===== config.mk =====
export PLATFORM = sky130hd
export DESIGN_NAME = imem_loader
export DESIGN_NICKNAME = d
export VERILOG_FILES = /design/src/rtl/imem_loader.sv
export SDC_FILE = /design/constraint.sdc
export NUM_CORES = 1
export LEC_CHECK = 0
export ABC_AREA = 1
export CAP_MARGIN = 5
export CELL_PAD_IN_SITES_DETAIL_PLACEMENT = 0
export CELL_PAD_IN_SITES_GLOBAL_PLACEMENT = 1
export CORE_ASPECT_RATIO = 1.25
export CORE_UTILIZATION = 29
export CTS_CLUSTER_SIZE = 24
export DETAILED_ROUTE_END_ITERATION = 16
export PLACE_DENSITY_LB_ADDON = 0.3
export SLEW_MARGIN = 20
export SYNTH_ARGS = -nofsm -noshare
export SYNTH_HDL_FRONTEND = slang
export SYNTH_SLANG_ARGS = --single-unit

===== constraint.sdc =====
create_clock -name clk -period 2 [get_ports clk]
set_clock_uncertainty 0.05 [all_clocks]
set_input_delay 0.4 -clock clk [delete_from_list [all_inputs] [get_ports clk]]
set_output_delay 0.4 -clock clk [all_outputs]
set_load 0.02 [all_outputs]

===== src/rtl/imem_loader.sv =====
// Byte-stream instruction memory loader.
// Reads a little-endian word count header, then writes N words to IMEM.
module imem_loader #(
   parameter int DEPTH = 128
) (
   input  logic        clk,
   input  logic        rstn,
   input  logic        start,
   input  logic        in_valid,
   input  logic [7:0]  in_data,
   output logic        in_ready,
   output logic        mem_we,
   output logic [31:0] mem_addr,
   output logic [31:0] mem_wdata,
   output logic        busy,
   output logic        done,
   output logic        err
);

   localparam int IW = $clog2(DEPTH + 1);

   typedef enum logic [2:0] {
      IDLE, HDR, DATA, WRITE, DONE, ERR
   } state_t;

   state_t        state, state_nx;
   logic [1:0]    byte_cnt;
   logic [31:0]   n;
   logic [31:0]   n_nx;
   logic [IW-1:0] word_idx;
   logic          acc;
   logic          last_byte;
   logic          launch;

   assign acc       = in_valid && in_ready;
   assign last_byte = acc && (byte_cnt == 2'd3);
   assign n_nx      = {in_data, n[31:8]};
   assign mem_addr  = 32'(word_idx) << 2;

   // State register
   always_ff @(posedge clk or negedge rstn) begin
      if (!rstn) state <= IDLE;
      else       state <= state_nx;
   end

   // Next-state decode and state-derived outputs
   always_comb begin
      state_nx = state;
      in_ready = 1'b0;
      mem_we   = 1'b0;
      busy     = 1'b0;
      done     = 1'b0;
      err      = 1'b0;
      launch   = 1'b0;
      unique case (state)
         IDLE, DONE, ERR: begin
            done = (state == DONE);
            err  = (state == ERR);
            if (start) begin
               launch   = 1'b1;
               state_nx = HDR;
            end
         end
         HDR: begin
            in_ready = 1'b1;
            busy     = 1'b1;
            if (last_byte) begin
               if (n_nx == 32'd0 || n_nx > 32'(DEPTH)) state_nx = ERR;
               else                                     state_nx = DATA;
            end
         end
         DATA: begin
            in_ready = 1'b1;
            busy     = 1'b1;
            if (last_byte) state_nx = WRITE;
         end
         WRITE: begin
            mem_we = 1'b1;
            busy   = 1'b1;
            if (32'(word_idx) + 32'd1 == n) state_nx = DONE;
            else                            state_nx = DATA;
         end
         default: state_nx = IDLE;
      endcase
   end

   // Byte counter, header count, word assembly and word index
   always_ff @(posedge clk or negedge rstn) begin
      if (!rstn) begin
         byte_cnt  <= '0;
         n         <= '0;
         word_idx  <= '0;
         mem_wdata <= '0;
      end else begin
         if (launch) begin
            byte_cnt <= '0;
            word_idx <= '0;
         end else if (acc) begin
            byte_cnt <= byte_cnt + 2'd1;
         end
         if (acc && state == HDR)  n         <= n_nx;
         if (acc && state == DATA) mem_wdata <= {in_data, mem_wdata[31:8]};
         if (state == WRITE)       word_idx  <= word_idx + IW'(1);
      end
   end

endmodule


==> impl_metrics.tcl <==
set metrics [dict create \
    drtIter0Drc 110 \
    routed_wirelength_um 8060 \
    report.final.setup_viol 0 \
    dpl.cell_count 655 \
    final_min_period_over_clock_period_pct 95.5 \
    syn_to_final_growth_pct 28.5 \
    hold_violations 0 \
    synth_warnings 0 \
    setup.worst_path.end_class "output pin" \
    post_synth.cell_area_avg_um2 8.75 \
    fin_setup_tns_ps 0 \
    final_standard_cell_area_without_fillers_um2 4810 \
    ys_types 29 \
    floorplan.rows 46 \
    worst_hold_path_type "reg2reg" \
    placement.io_buffers 56 \
    met3_usage_pct 3.82 \
    path_clk_slew_ps 60 \
    antenna_violating_nets_post_route 0 \
    drt-pass1-iter-count 4 \
    outcome "completed" \
    viasPerCell 4.25 \
    gp_congestion 0.799 \
    placedInstanceArea_um2 4490 \
    grtUsageTotal_pct 13.1 \
    die-area_um2 13400 \
    hold-path-endpoint "n[12]" \
    min_delay_src "n[12]" \
    hold_depth 2 \
    syn-instance-count 428 \
    grt-ovfl-total 0 \
    crit_required_ps 1550 \
    grt_pass1_vias 2831 \
    place.detailed.hpwl_um 5930 \
    final_core_util_pct 38.0 \
    wl_per_cell_um 12.0 \
    cts_tree "built" \
    grt_max_degree 57 \
    grt_pass1_wl_um 13600 \
    antenna_found_initial 0 \
    finalWorstSetupSlack_ps 89.2 \
    seq_area_frac_synth_pct 51.5 \
    fin_nets 513 \
    final_layout_size_suffix_gt1_share_pct 13.3 \
    io_pins 81 \
    critical_path.startpoint_type "register" \
    pwr_density_cell_nw_per_um2 1160 \
    insertion_delay_ps 340 \
    insertedDiodeCount 0 \
    final_period_minus_worst_setup_slack_ps 1910 \
    numCtsBuffers 9 \
    netlist_area_um2 3740 \
    static-leakage-power_nw 2.38 \
    critPathKind "reg2out" \
    critical_path_arrival_ps 1460 \
    htreeDepth 3 \
    detail_route.drc_violations 0 \
    numClockSinks 77 \
    vdd_drop_max_v 0.000379 \
    grt_setup_unrepaired "no" \
    yosys_register_bits 77 \
    worst-r2r-cell-count 13 \
    cap_violations 0 \
    met1_usage_pct 15.6 \
    fp.dieW_um 104 \
    worst-r2r-setup-slack_ps 150 \
    stdcell_count 672 \
    worst_r2r_startpoint "word_idx[0]" \
    max-clock-path-buffers 2 \
    detailroute.via_count 2859 \
    die-height_um 129 \
    cts_root_buffer "clkbuf_16" \
    grt_busiest_layer "met2" \
    fp.coreArea_um2 12700 \
    slew_viol_final 0 \
    regToRegEndpoint "state[1]" \
    max_fclk_mhz 523 \
    gr-usage-met2_pct 21.6 \
    post-place-ws_ps -10.9 \
    critical_path_peak_fanout 3 \
    start_util_pct 29.6 \
]
==> metal layers <==
| layer | vias up | share of wire (%) | wire length (µm) |
|---|---|---|---|
| met5 | - | 0 | 0 |
| met4 | 0 | 2.3 | 187 |
| met3 | 17 | 5.6 | 448 |
| met2 | 82 | 47 | 3780 |
| met1 | 1301 | 45 | 3640 |
| li1 | 1459 | - | - |
==> power breakdown <==
group	total, mW	internal (mW)	switching (mW)	leakage (nW)
registers	2.24	1.96	0.278	0.969
logic	1.56	0.617	0.942	1.26
clock network	1.76	1.10	0.660	0.150
total	5.56	3.68	1.88	2.38
==> cells by family after synthesis <==
kind of cell / after synthesis / share of synthesized area [%]
DFF: 77 / 51.5
and+or+nand+nor: 178 / 21.1
buffers and inverters: 92 / 13.0
other: 1 / 0.100
AOI/OAI and AO/OA: 70 / 10.4
adders and majority gates: 2 / 0.668
muxes: 8 / 3.21
==> registers in the layout, indices dropped and copies added, names as in the netlist <==
signal     flops
state          3
word_idx       8
n             32
mem_wdata     32
byte_cnt       2
==> cell usage after synthesis, drive strengths merged <==
cell type	count	area share [%]
nand2	103	11
dfrtp	77	51
inv	56	5.6
o21ai	46	6.8
nor2	40	4.9
buf	35	7.3
a21oi	19	2.8
nand3	19	2.5
mux2	8	3.2
nand4	5	0.84
nor3	5	0.97
o22ai	5	0.84
nand3b	4	0.80
ha	2	0.67
or2	2	0.33
clkbuf	1	0.13
conb	1	0.10
==> area by class of cell <==
cell class	instances	area, µm²
inverter	56	210
clock buffer	11	233
tap	168	210
multi-input combinational	282	1420
clock inverter	5	85.1
sequential	77	1930
timing repair buffer	73	729
fill	1346	7850
==> how the worst max path moves through the flow <==
stage | from | to | cells past startpoint
2_1_floorplan | word_idx[0] | state[1] | 14
3_3_place_gp | in_data[4] | state[0] | 9
3_5_place_dp | in_data[4] | state[0] | 9
4_1_cts | state[0] | busy | 4
5_1_grt | word_idx[1] | state[2] | 13
6_report | state[0] | mem_we | 5
==> worst max-delay path: stages (launching register included) <==
cell and delay [ps]:
dfrtp_1 420, inv_2 70, nor2_2 120, inv_2 80, nor2_4 90, dlygate4sd2_1 340
==> cell usage in the layout (no fill, tap or decap), drive strengths merged <==
cell and instances:
a21oi 19, buf 18, bufinv 2, clkbuf 11, clkdlybuf4s15 1, clkdlybuf4s50 50
clkinv 2, clkinvlp 1, conb 24, dfrtp 77, dlygate4sd2 3, dlygate4sd3 1
ha 2, inv 56, mux2 8, nand2 103, nand3 19, nand3b 4
nand4 5, nor2 40, nor3 5, o21ai 46, o22ai 5, or2 2
==> stage by stage <==
stage,hold WS (ps),power [mW]
floorplan,54.4,3.34
global placement,302,3.85
detailed placement,297,3.89
CTS,440,5.63
global route,475,5.99
finish,433,5.56
==> what timing repair did <==
action                     CTS  global route
hold endpoints to repair    25             0
resized for setup            8             1
setup endpoints to repair    5             1
hold buffers                 1             0
buffers inserted             0             0
gates cloned                 0             0
Power figures use the tool's default switching activity.
